==> config.mk <==
export PLATFORM = sky130hd
export DESIGN_NAME = vram_arbiter
export DESIGN_NICKNAME = d
export VERILOG_FILES = /design/src/rtl/hack_soc_pkg.sv /design/src/rtl/vram_write_buffer.sv /design/src/rtl/vram_arbiter.sv
export SDC_FILE = /design/constraint.sdc
export NUM_CORES = 1
export LEC_CHECK = 0
export ABC_CLOCK_PERIOD_IN_PS = 4600
export CORE_MARGIN = 2
export CORE_UTILIZATION = 47
export CTS_BUF_LIST = sky130_fd_sc_hd__clkbuf_16
export DETAILED_ROUTE_END_ITERATION = 8
export PLACE_DENSITY = 0.83
export SKIP_CTS_REPAIR_TIMING = 1
export SLEW_MARGIN = 20
export SYNTH_ARGS = -nofsm -noshare
export SYNTH_HDL_FRONTEND = slang
export SYNTH_SLANG_ARGS = --single-unit
export TNS_END_PERCENT = 1
==> constraint.sdc <==
create_clock -name clk -period 4.6 [get_ports clk]
set_clock_uncertainty 0.2 [all_clocks]
set_input_delay 0.92 -clock clk [delete_from_list [all_inputs] [get_ports clk]]
set_output_delay 0.92 -clock clk [all_outputs]
set_load 0.05 [all_outputs]
==> src/rtl/hack_soc_pkg.sv <==
// Shared definitions for the VRAM arbitration path: default bus widths,
// memory FSM state encoding and access owner encoding.
package hack_soc_pkg;

  localparam int unsigned ADDR_W_DEFAULT         = 13;
  localparam int unsigned DATA_W_DEFAULT         = 16;
  localparam int unsigned MAX_DISP_BURST_DEFAULT = 4;

  // Memory-side FSM: one access at a time, always followed by a response cycle
  typedef enum logic [1:0] {
    ST_IDLE = 2'd0,
    ST_MEM  = 2'd1,
    ST_RESP = 2'd2
  } mem_state_e;

  // Who the in-flight memory access belongs to
  typedef enum logic [1:0] {
    OWN_DISP   = 2'd0,
    OWN_CPU_RD = 2'd1,
    OWN_DRAIN  = 2'd2
  } owner_e;

endpackage

==> src/rtl/vram_write_buffer.sv <==
// One-entry posted write buffer for the CPU port.
// Ports:
//   clk, reset      clock, async active-high reset
//   wr_req          CPU write waiting to be posted (already ack-qualified)
//   wr_addr/wr_data write address and data to capture
//   drain_done      buffered write completes at memory on this edge
//   lookup_addr     CPU read address for the hit compare
//   wb_valid/wb_addr/wb_data  buffer contents
//   cap_c           write is captured on this edge
//   hit_c           lookup_addr matches a valid buffered write
module vram_write_buffer
  import hack_soc_pkg::*;
#(
  parameter int unsigned ADDR_W = ADDR_W_DEFAULT,
  parameter int unsigned DATA_W = DATA_W_DEFAULT
) (
  input  logic              clk,
  input  logic              reset,
  input  logic              wr_req,
  input  logic [ADDR_W-1:0] wr_addr,
  input  logic [DATA_W-1:0] wr_data,
  input  logic              drain_done,
  input  logic [ADDR_W-1:0] lookup_addr,
  output logic              wb_valid,
  output logic [ADDR_W-1:0] wb_addr,
  output logic [DATA_W-1:0] wb_data,
  output logic              cap_c,
  output logic              hit_c
);

  // The entry frees up on the drain-completion edge, so a waiting write may
  // land on that very edge; the new write then keeps the entry valid.
  assign cap_c = wr_req && (!wb_valid || drain_done);
  assign hit_c = wb_valid && (wb_addr == lookup_addr);

  always_ff @(posedge clk or posedge reset) begin
    if (reset) begin
      wb_valid <= 1'b0;
      wb_addr  <= '0;
      wb_data  <= '0;
    end else if (cap_c) begin
      wb_valid <= 1'b1;
      wb_addr  <= wr_addr;
      wb_data  <= wr_data;
    end else if (drain_done) begin
      wb_valid <= 1'b0;
    end
  end

endmodule

==> src/rtl/vram_arbiter.sv <==
// Arbitrates a display read port and a CPU read/write port onto a single
// QSPI VRAM controller interface. CPU writes are posted through a one-entry
// buffer; display reads win unless they have starved the CPU side for
// MAX_DISP_BURST consecutive grants.
// Ports:
//   clk, reset                              clock, async active-high reset
//   disp_req/disp_addr -> disp_ack/disp_rdata     display read port
//   cpu_req/cpu_we/cpu_addr/cpu_wdata -> cpu_ack/cpu_rdata  CPU port
//   mem_req/mem_we/mem_addr/mem_wdata, mem_rdata/mem_done  memory controller
module vram_arbiter
  import hack_soc_pkg::*;
#(
  parameter int unsigned ADDR_W         = ADDR_W_DEFAULT,
  parameter int unsigned DATA_W         = DATA_W_DEFAULT,
  parameter int unsigned MAX_DISP_BURST = MAX_DISP_BURST_DEFAULT
) (
  input  logic              clk,
  input  logic              reset,
  input  logic              disp_req,
  input  logic [ADDR_W-1:0] disp_addr,
  output logic              disp_ack,
  output logic [DATA_W-1:0] disp_rdata,
  input  logic              cpu_req,
  input  logic              cpu_we,
  input  logic [ADDR_W-1:0] cpu_addr,
  input  logic [DATA_W-1:0] cpu_wdata,
  output logic              cpu_ack,
  output logic [DATA_W-1:0] cpu_rdata,
  output logic              mem_req,
  output logic              mem_we,
  output logic [ADDR_W-1:0] mem_addr,
  output logic [DATA_W-1:0] mem_wdata,
  input  logic [DATA_W-1:0] mem_rdata,
  input  logic              mem_done
);

  localparam int unsigned STREAK_W = $clog2(MAX_DISP_BURST + 1);

  mem_state_e          state_q;
  owner_e              owner_q;
  logic [STREAK_W-1:0] streak_q;

  logic              wb_valid;
  logic [ADDR_W-1:0] wb_addr;
  logic [DATA_W-1:0] wb_data;
  logic              wb_cap_c;
  logic              wb_hit_c;

  logic drain_done_c;
  logic cpu_free_c;
  logic wr_req_c;
  logic rd_c;
  logic rd_hit_c;
  logic rd_miss_c;
  logic cpu_item_c;
  logic disp_pend_c;
  logic burst_full_c;

  // A request whose ack is showing this cycle has already been served
  assign cpu_free_c   = cpu_req && !cpu_ack;
  assign wr_req_c     = cpu_free_c && cpu_we;
  assign rd_c         = cpu_free_c && !cpu_we;
  assign rd_hit_c     = rd_c && wb_hit_c;
  // Reads that miss a valid buffer wait behind its drain, so only count as a
  // memory read once the buffer is empty
  assign rd_miss_c    = rd_c && !wb_valid;
  assign cpu_item_c   = wb_valid || rd_miss_c;
  assign disp_pend_c  = disp_req && !disp_ack;
  assign burst_full_c = (streak_q == STREAK_W'(MAX_DISP_BURST));
  assign drain_done_c = (state_q == ST_MEM) && mem_done && (owner_q == OWN_DRAIN);

  vram_write_buffer #(
    .ADDR_W(ADDR_W),
    .DATA_W(DATA_W)
  ) u_write_buffer (
    .clk        (clk),
    .reset      (reset),
    .wr_req     (wr_req_c),
    .wr_addr    (cpu_addr),
    .wr_data    (cpu_wdata),
    .drain_done (drain_done_c),
    .lookup_addr(cpu_addr),
    .wb_valid   (wb_valid),
    .wb_addr    (wb_addr),
    .wb_data    (wb_data),
    .cap_c      (wb_cap_c),
    .hit_c      (wb_hit_c)
  );

  // Memory FSM, arbitration, streak tracking and registered port outputs
  always_ff @(posedge clk or posedge reset) begin
    if (reset) begin
      state_q    <= ST_IDLE;
      owner_q    <= OWN_DISP;
      streak_q   <= '0;
      mem_req    <= 1'b0;
      mem_we     <= 1'b0;
      mem_addr   <= '0;
      mem_wdata  <= '0;
      disp_ack   <= 1'b0;
      disp_rdata <= '0;
      cpu_ack    <= 1'b0;
      cpu_rdata  <= '0;
    end else begin
      disp_ack <= 1'b0;
      cpu_ack  <= 1'b0;

      // Posted writes and buffer hits are answered independently of the FSM
      if (wb_cap_c) begin
        cpu_ack <= 1'b1;
      end
      if (rd_hit_c) begin
        cpu_ack   <= 1'b1;
        cpu_rdata <= wb_data;
      end

      case (state_q)
        ST_IDLE: begin
          if (cpu_item_c && (!disp_pend_c || burst_full_c)) begin
            state_q  <= ST_MEM;
            mem_req  <= 1'b1;
            streak_q <= '0;
            if (wb_valid) begin
              owner_q   <= OWN_DRAIN;
              mem_we    <= 1'b1;
              mem_addr  <= wb_addr;
              mem_wdata <= wb_data;
            end else begin
              owner_q   <= OWN_CPU_RD;
              mem_we    <= 1'b0;
              mem_addr  <= cpu_addr;
              mem_wdata <= '0;
            end
          end else if (disp_pend_c) begin
            state_q   <= ST_MEM;
            owner_q   <= OWN_DISP;
            mem_req   <= 1'b1;
            mem_we    <= 1'b0;
            mem_addr  <= disp_addr;
            mem_wdata <= '0;
            if (!cpu_item_c) begin
              streak_q <= '0;
            end else if (!burst_full_c) begin
              streak_q <= streak_q + STREAK_W'(1);
            end
          end else begin
            streak_q <= '0;
          end
        end

        ST_MEM: begin
          if (!cpu_item_c) begin
            streak_q <= '0;
          end
          if (mem_done) begin
            state_q <= ST_RESP;
            mem_req <= 1'b0;
            mem_we  <= 1'b0;
            case (owner_q)
              OWN_DISP: begin
                disp_ack   <= 1'b1;
                disp_rdata <= mem_rdata;
              end
              OWN_CPU_RD: begin
                cpu_ack   <= 1'b1;
                cpu_rdata <= mem_rdata;
              end
              default: ;
            endcase
          end
        end

        ST_RESP: begin
          // Guaranteed idle cycle between memory accesses
          state_q <= ST_IDLE;
          if (!cpu_item_c) begin
            streak_q <= '0;
          end
        end

        default: begin
          state_q <= ST_IDLE;
        end
      endcase
    end
  end

endmodule

== Word-level counts from Yosys, hierarchy flattened ==
Cells that the tools add are included.
Widths: inputs -> output; s select.

* Register bits after elaboration: 102
* Input bits: 64
* Word-level logic and storage cells: 97

* Add/sub/neg operators: 1
* Multiplexer cells: 41
* Eq/ne operators: 10
* Reductions and logical operators: 31

{| class="wikitable"
|+ Operators with widths
! operator !! number
|-
| $mux 16 || 7
|-
| $mux 13 || 3
|-
| $mux 1 || 16
|-
| $mux 3 || 5
|-
| $eq 13x13->1 || 1
|-
| $mux 2 || 6
|-
| $logic_and 1x1->1 || 11
|-
| $reduce_and 3->1 || 3
|-
| $reduce_bool 2->1 || 4
|-
| $pmux 3 s2 || 1
|-
| $logic_not 1->1 || 5
|-
| $ne 5x5->1 const B || 1
|-
| $eq 2x1->1 const B || 2
|-
| $eq 2x2->1 const B || 2
|-
| $logic_not 2->1 || 2
|-
| $ne 2x2->1 const B || 2
|-
| $pmux 1 s2 || 2
|-
| $pmux 2 s2 || 1
|-
| $reduce_and 2->1 || 2
|-
| $add 3x1->3 const B || 1
|-
| $eq 3x3->1 const B || 1
|-
| $logic_or 1x1->1 || 3
|-
| $ne 3x3->1 const B || 1
|-
| $reduce_or 2->1 || 1
|}

== Logic depth before layout (Yosys ltp) ==
Gate-level depths: netlist of run 1.

* Depth in word-level cells: 10
* Mapped depth: 9

== By module ==
A second synthesis of run 1 with hierarchy kept.

* Cells, all modules: 350
* Area, all modules: 4,623.2 um^2

{| class="wikitable"
|+ Modules (own cells, without submodules)
! module !! area each (um^2) !! seq. area each (um^2) !! instances !! cells each
|-
| vram_arbiter || 3,233.1 || 1,801.7 || 1 || 265
|-
| vram_write_buffer || 1,390.1 || 750.7 || 1 || 85
|}

== Worst setup path before layout of run 1 ==
Ideal clock, no wire load.

* Path kind: input port to flip-flop
* Start: input cpu_addr[3]
* End: register cpu_rdata[10]
* Required time: 4.263 ns
* Buffers on the path: 1
* Data arrival time: 2.215 ns
* Stages: 6
* Setup slack: 2.048 ns
* Path through: xnor2_1 -> nand4_1 -> nor4_4 -> buf_6 -> mux2i_1 -> a21oi_1

* Longest elaborated chain between the ends: 7

{| class="wikitable"
|+ Ends and longest elaborated chain
! element !! line !! source
|-
| start, declared || vram_arbiter.sv:25 || <nowiki>input logic [ADDR_W-1:0] cpu_addr,</nowiki>
|-
| $eq 13x13->1 (*) || vram_write_buffer.sv:34 || <nowiki>assign hit_c = wb_valid && (wb_addr == lookup_addr);</nowiki>
|-
| $logic_and 1x1->1 (*) || vram_write_buffer.sv:34 ||
|-
| $logic_and 1x1->1 (*) || vram_arbiter.sv:63 || <nowiki>assign rd_hit_c = rd_c && wb_hit_c;</nowiki>
|-
| $mux 16 (*) || vram_arbiter.sv:112 || <nowiki>if (rd_hit_c) begin</nowiki>
|-
| $mux 16 || vram_arbiter.sv:159 || <nowiki>case (owner_q)</nowiki>
|-
| $mux 16 || vram_arbiter.sv:155 || <nowiki>if (mem_done) begin</nowiki>
|-
| $mux 16 (*) || vram_arbiter.sv:117 || <nowiki>case (state_q)</nowiki>
|-
| end signal, assigned || vram_arbiter.sv:114 || <nowiki>cpu_rdata <= wb_data;</nowiki>
|-
| end signal, assigned || vram_arbiter.sv:166 || <nowiki>cpu_rdata <= mem_rdata;</nowiki>
|-
| end, declared || vram_arbiter.sv:28 || <nowiki>output logic [DATA_W-1:0] cpu_rdata,</nowiki>
|}

Mark *: on every way between the ends. The rest lies on a longest branch, timed or not.
A chain may end at the register's enable or synchronous reset.

== Final worst setup path of run 1 ==
* Start: input cpu_req
* End: register mem_addr[0]

* Longest elaborated chain between the ends: 7

{| class="wikitable"
|+ Ends and longest elaborated chain
! element !! line !! source
|-
| start, declared || vram_arbiter.sv:23 || <nowiki>input logic cpu_req,</nowiki>
|-
| $logic_and 1x1->1 (*) || vram_arbiter.sv:60 || <nowiki>assign cpu_free_c = cpu_req && !cpu_ack;</nowiki>
|-
| $logic_and 1x1->1 (*) || vram_arbiter.sv:62 || <nowiki>assign rd_c = cpu_free_c && !cpu_we;</nowiki>
|-
| $logic_and 1x1->1 (*) || vram_arbiter.sv:66 || <nowiki>assign rd_miss_c = rd_c && !wb_valid;</nowiki>
|-
| $logic_or 1x1->1 (*) || vram_arbiter.sv:67 || <nowiki>assign cpu_item_c = wb_valid || rd_miss_c;</nowiki>
|-
| $logic_and 1x1->1 (*) || vram_arbiter.sv:119 || <nowiki>if (cpu_item_c && (!disp_pend_c || burst_full_c)) begin</nowiki>
|-
| $reduce_bool 2->1 (no line) || -- ||
|-
| $reduce_and 2->1 (no line) || -- ||
|-
| end signal, assigned || vram_arbiter.sv:126 || <nowiki>mem_addr <= wb_addr;</nowiki>
|-
| end signal, assigned || vram_arbiter.sv:131 || <nowiki>mem_addr <= cpu_addr;</nowiki>
|-
| end signal, assigned || vram_arbiter.sv:139 || <nowiki>mem_addr <= disp_addr;</nowiki>
|-
| end, declared || vram_arbiter.sv:31 || <nowiki>output logic [ADDR_W-1:0] mem_addr,</nowiki>
|}

Marked as above.

==> impl_metrics.toml, run 1 <==
[run_status]
status = "finished clean"

[drt]
highest_layer = "met4"
met3_length_um = 593
drt-pass1-iter-count = 4
routed_wirelength_mm = 10.6
wl_met1_mm = 4.32
wl_per_cell_um = 18.1
route.detailed.drc = 0
detail_route.vias_per_cell = 5.49
route.met2.wl_mm = 5.46
drt_iter0_drc = 133
vias = 3222
ant_nets = 0

[synthesis]
synth_largest_area_cell = "dfrtp_1"
synth-edff-count = 0
ys_top_cells_by_area = "dfrtp_1 (58%), mux2_2 (12%), a22oi_1 (4.5%), mux2i_1 (3.7%), a22o_1 (3.6%)"
avgSynthCellArea_um2 = 12.8
syn-num-nets = 414
synth_area_um2 = 4380
ys_seq_area_frac = 0.583
yosys-top-cells-count = "dfrtp_1 (102), mux2_2 (48), a22oi_1 (26), nand2_1 (21), nor2_1 (20)"
syn_inst = 343
yosys_warnings = 0
synthArstFlopShare = 1.00
yosys.area.top_type_share = 0.583
synth_flop_cell = "dfrtp_1"
synth_seq_cells = 102
ys_types = 35
synthMostInstantiatedCell = "dfrtp_1"

[layout]
final_util = 0.667
seqCellArea_um2 = 2550
num-fill-cells = 661
antenna_cells = 0
nets = 542
drive_above_1_share = 0.164
multi_input_area_um2 = 1740
synthToLayoutAreaGrowth_pct = 39.5

[sta]
timing.setup.tns_ns = 0
report.final.setup_viol = 0
report.final.slew_viol_count = 0
worst_slew_pin_slew_ns = 1.01
period_share = 0.651
fmax_mhz = 334
slew_headroom = 0.323
grt_setup_unrepaired = "false"
fin_crit_ns = 3.00
hold_viol_final = 0

[clock_tree]
numCtsBuffers = 9
clock_path_buffers = 2
cts-root-buf = "clkbuf_16"
clk_pin_slew_ns = 0.07
cts_tree = "yes"
h-tree-depth = 3
clk_latency_ns = 0.34
cts_sinks = 102

[worst_setup_path]
critical-path-slowest-cell = "o21ai_2"
worstPathArrival_ns = 3.08
r2r_slack_ns = 1.99
crit_type = "in -> reg"
cp-start-kind = "primary input"
r2r_start = "state_q[1]"
critPathMaxStageDelay_ns = 0.66
critPathRequiredTime_ns = 4.68
worst-path-max-fanout = 17
reg2regPathDepth = 5
reg2reg_to = "u_write_buffer.wb_data[5]"
critPathCaptureType = "flop"
crit_path_cell_trace = "clkdlybuf4s50_1 > nor3b_2 > or2_2 > o21ai_2 > buf_4 > a22oi_1 > nand2_1"

[grt]
grt_pass1_vias = 3396
antenna_found_initial = 0
grt-ovfl-total = 0
grt_usage = 0.221
grt_pass1_wl_mm = 17.4
grt_max_degree = 90

[place]
gp_congestion = 0.787
io_buffers = 128
dpl.hpwl_mm = 7.68

[floorplan]
io_pins = 129
die_h_um = 100
die-area_um2 = 10100
row_count = 35
die_x_um = 100
start_util = 0.478
coreArea_um2 = 9150

[job]
maxCapViolations = 0

[power]
power_leakage_uw = 0.00262
ir_drop_uv = 514
p_per_area_nw_per_um2 = 790

[hold_path]
hold_path.startpoint = "mem_addr[12]"
min_path_cells = 2
whs_endpoint = "mem_addr[12]"
hp-class = "reg -> reg"
-- power by group --
| part | internal [uW] | switching [uW] | leakage (uW) |
|---|---|---|---|
| clock | 435 | 352 | 0.000151 |
| combinational | 947 | 1470 | 0.00120 |
| sequential | 1310 | 301 | 0.00127 |
-- cell usage in the layout, fill, tap and decap left out, drive strengths merged, types with 3 or more instances in the layout --
cell type	instances
clkdlybuf4s50	128
nand2	21
dfrtp	102
a22oi	26
nor2	20
a22o	18
mux2i	16
xnor2	13
mux2	48
inv	10
a21oi	17
ha	7
o21ai	7
nand4	3
buf	6
clkbuf	9
-- routing by layer --
metal	global-route usage	vias up
met2	0.375	105
met4	0.0664	0
met1	0.279	1606
met5	0	-
met3	0.0569	23
li1	-	1488
-- flip-flops by register name (all words and copies together) (netlist names) --
register / count
disp_rdata: 16
state_q: 2
u_write_buffer.wb_addr: 13
cpu_rdata: 16
mem_wdata: 16
mem_req: 1
u_write_buffer.wb_valid: 1
streak_q: 3
cpu_ack: 1
mem_addr: 13
owner_q: 2
mem_we: 1
u_write_buffer.wb_data: 16
disp_ack: 1
-- per-stage QoR --
step                hold WS [ns]  worst slack, ns  total power, uW  area, um2  cells
global route               0.318             1.47             5070       6100    587
CTS                        0.297             1.61             4850       6100    587
global placement           0.274             1.32             3960       5790    571
finish                     0.291             1.60             4820       6100    587
detailed placement         0.278             1.25             4050       5790    571
floorplan                  0.283            0.805             3210       4380    343
-- worst max-delay path: cells and delay by family --
family	cells	cell delay [ns]
buf+inv	2	0.78
simple gates	3	0.59
compound gates	2	0.77
-- logic make-up after synthesis --
kind of cell / after synthesis / share of synthesized area
compound gates: 72 / 0.116
xor+xnor: 13 / 0.0260
fa+ha+maj: 7 / 0.0200
buf+inv: 24 / 0.0226
flops: 102 / 0.583
mux: 64 / 0.160
simple gates: 61 / 0.0718
-- how the worst max path moves through the flow --
| stage | start | to |
|---|---|---|
| floorplan | reset | cpu_ack |
| CTS | cpu_req | mem_addr[4] |
| finish | cpu_req | mem_addr[0] |
| global placement | cpu_req | mem_addr[12] |
| detailed placement | cpu_req | mem_addr[0] |
| global route | cpu_req | mem_addr[0] |
-- area by class of cell --
class / count / area share
inverter: 7 / 0.00512
clock buffer: 9 / 0.0369
sequential: 102 / 0.418
tap: 111 / 0.0228
clock inverter: 7 / 0.0150
multi-input combinational: 217 / 0.285
timing repair buffer: 134 / 0.217
No activity file was read; power rests on OpenSTA's default activity.
==> inputs of run 2 (changes only) <==
--- a/config.mk
+++ b/config.mk
@@ -5,12 +5,12 @@
 export SDC_FILE = /design/constraint.sdc
 export NUM_CORES = 1
 export LEC_CHECK = 0
-export ABC_CLOCK_PERIOD_IN_PS = 4600
+export ABC_CLOCK_PERIOD_IN_PS = 2700
 export CORE_MARGIN = 2
-export CORE_UTILIZATION = 47
+export CORE_UTILIZATION = 43
 export CTS_BUF_LIST = sky130_fd_sc_hd__clkbuf_16
 export DETAILED_ROUTE_END_ITERATION = 8
-export PLACE_DENSITY = 0.83
+export PLACE_DENSITY = 0.8
 export SKIP_CTS_REPAIR_TIMING = 1
 export SLEW_MARGIN = 20
 export SYNTH_ARGS = -nofsm -noshare
==> constraint.sdc (replaced) <==
create_clock -name clk -period 2.7 [get_ports clk]
set_clock_uncertainty 0.2 [all_clocks]
set_input_delay 0.54 -clock clk [delete_from_list [all_inputs] [get_ports clk]]
set_output_delay 0.54 -clock clk [all_outputs]
set_load 0.05 [all_outputs]
==> impl_metrics.toml, run 2 (synthesis results as in run 1) <==
[run_status]
status = "finished clean"

[clock_tree]
cts_tree = "yes"
h-tree-depth = 3
numCtsBuffers = 9
cts_sinks = 102
cts-root-buf = "clkbuf_16"
clk_latency_ns = 0.34
clock_path_buffers = 2
clk_pin_slew_ns = 0.07

[worst_setup_path]
worst-path-max-fanout = 3
crit_path_cell_trace = "clkdlybuf4s50_1"
worstPathArrival_ns = 1.58
critical-path-slowest-cell = "clkdlybuf4s50_1"
path_delay_family = "buffers and inverters"
critPathCaptureType = "output pin"
crit_type = "reg -> out"
critPathMaxStageDelay_ns = 0.83
cp-start-kind = "flop"
cp_num_buf_inv = 1
critPathRequiredTime_ns = 1.96

[place]
dp_cells = 598
place_ws_ns = 0.0735
gp_congestion = 0.757
placed_area_um2 = 5890
dpl.hpwl_mm = 7.80
io_buffers = 128

[power]
p_per_area_nw_per_um2 = 1330
ir_drop_uv = 747
power_leakage_uw = 0.00265

[sta]
period_share = 0.859
report.final.slew_viol_count = 0
setup_slack_ns = 0.382
fin_crit_ns = 2.32
fmax_mhz = 431
timing.setup.tns_ns = 0
hold_viol_final = 0
slew_headroom = 0.598
worst_slew_pin_slew_ns = 0.603
report.final.setup_viol = 0
grt_setup_unrepaired = "false"

[layout]
stdcell_count = 614
final_cell_mix = "clkdlybuf4s50_1 (128), dfrtp_1 (102), mux2_2 (48)"
nets = 547
synthToLayoutAreaGrowth_pct = 41.8
antenna_cells = 0
design_area_um2 = 6200
drive_above_1_share = 0.173
final_common_cell = "clkdlybuf4s50_1"

[floorplan]
start_util = 0.446
die-area_um2 = 11000
io_pins = 129
coreArea_um2 = 9820
row_count = 36
die_h_um = 105
die_x_um = 105

[job]
maxCapViolations = 0

[drt]
detail_route.vias_per_cell = 5.26
vias = 3232
route.detailed.drc = 0
routed_wirelength_mm = 10.9
drt-pass1-iter-count = 5
wl_per_cell_um = 17.8
ant_nets = 0
drt_iter0_drc = 119

[grt]
grt_pass1_wl_mm = 17.9
antenna_found_initial = 0
grt-ovfl-total = 0
grt_usage = 0.207
grt_max_degree = 65
grt_pass1_vias = 3428

[hold_path]
hp-class = "reg -> reg"
## run 2: cell count changes in the layout (fill, tap and decap cells not counted), sizes merged
cell      before  now
clkinvlp       1    2
clkinv         2    1
buf            6   11
## run 2: worst paths after layout
kind | startpoint | endpoint | slack, ns | cells past startpoint
max | cpu_ack | cpu_ack | 0.38 | 1
min | mem_addr[0] | mem_addr[0] | 0.30 | 2
max reg2reg | state_q[1] | u_write_buffer.wb_addr[2] | 0.48 | 6
min reg2reg | mem_addr[0] | mem_addr[0] | 0.30 | 2
max in group asynchronous | reset | u_write_buffer.wb_addr[12] | 1.41 | 3
min in group asynchronous | reset | mem_wdata[11] | 0.46 | 3
## run 2: layout make-up
class	instances	area, um2
clock inverters	7	88.8
multi-input cells	217	1740
repair buffers	139	1400
fillers	813	3620
well taps	133	166
inverters	7	30.0
flip-flops and latches	102	2550
clock buffers	9	225
## run 2: routing by layer
metal	vias to the layer above	global-route usage	part of all wire
li1	1493	-	-
met3	13	0.0568	0.055
met4	0	0.0581	0.014
met2	100	0.359	0.52
met1	1626	0.252	0.41
met5	-	0	0
## run 2: power breakdown
part	total (uW)	internal (uW)	switching, uW
Clock	1350	744	603
Combinational	4200	1650	2540
Sequential	2730	2230	498
Total	8270	4630	3640
## run 2: metrics by stage
stage	hold WS, ns	util	power (uW)
4_1_cts	0.300	0.632	8340
6_report	0.300	0.632	8270
5_1_grt	0.320	0.632	8700
3_3_place_gp	0.276	0.600	6810
3_5_place_dp	0.280	0.600	6950
2_1_floorplan	0.283	-	5470
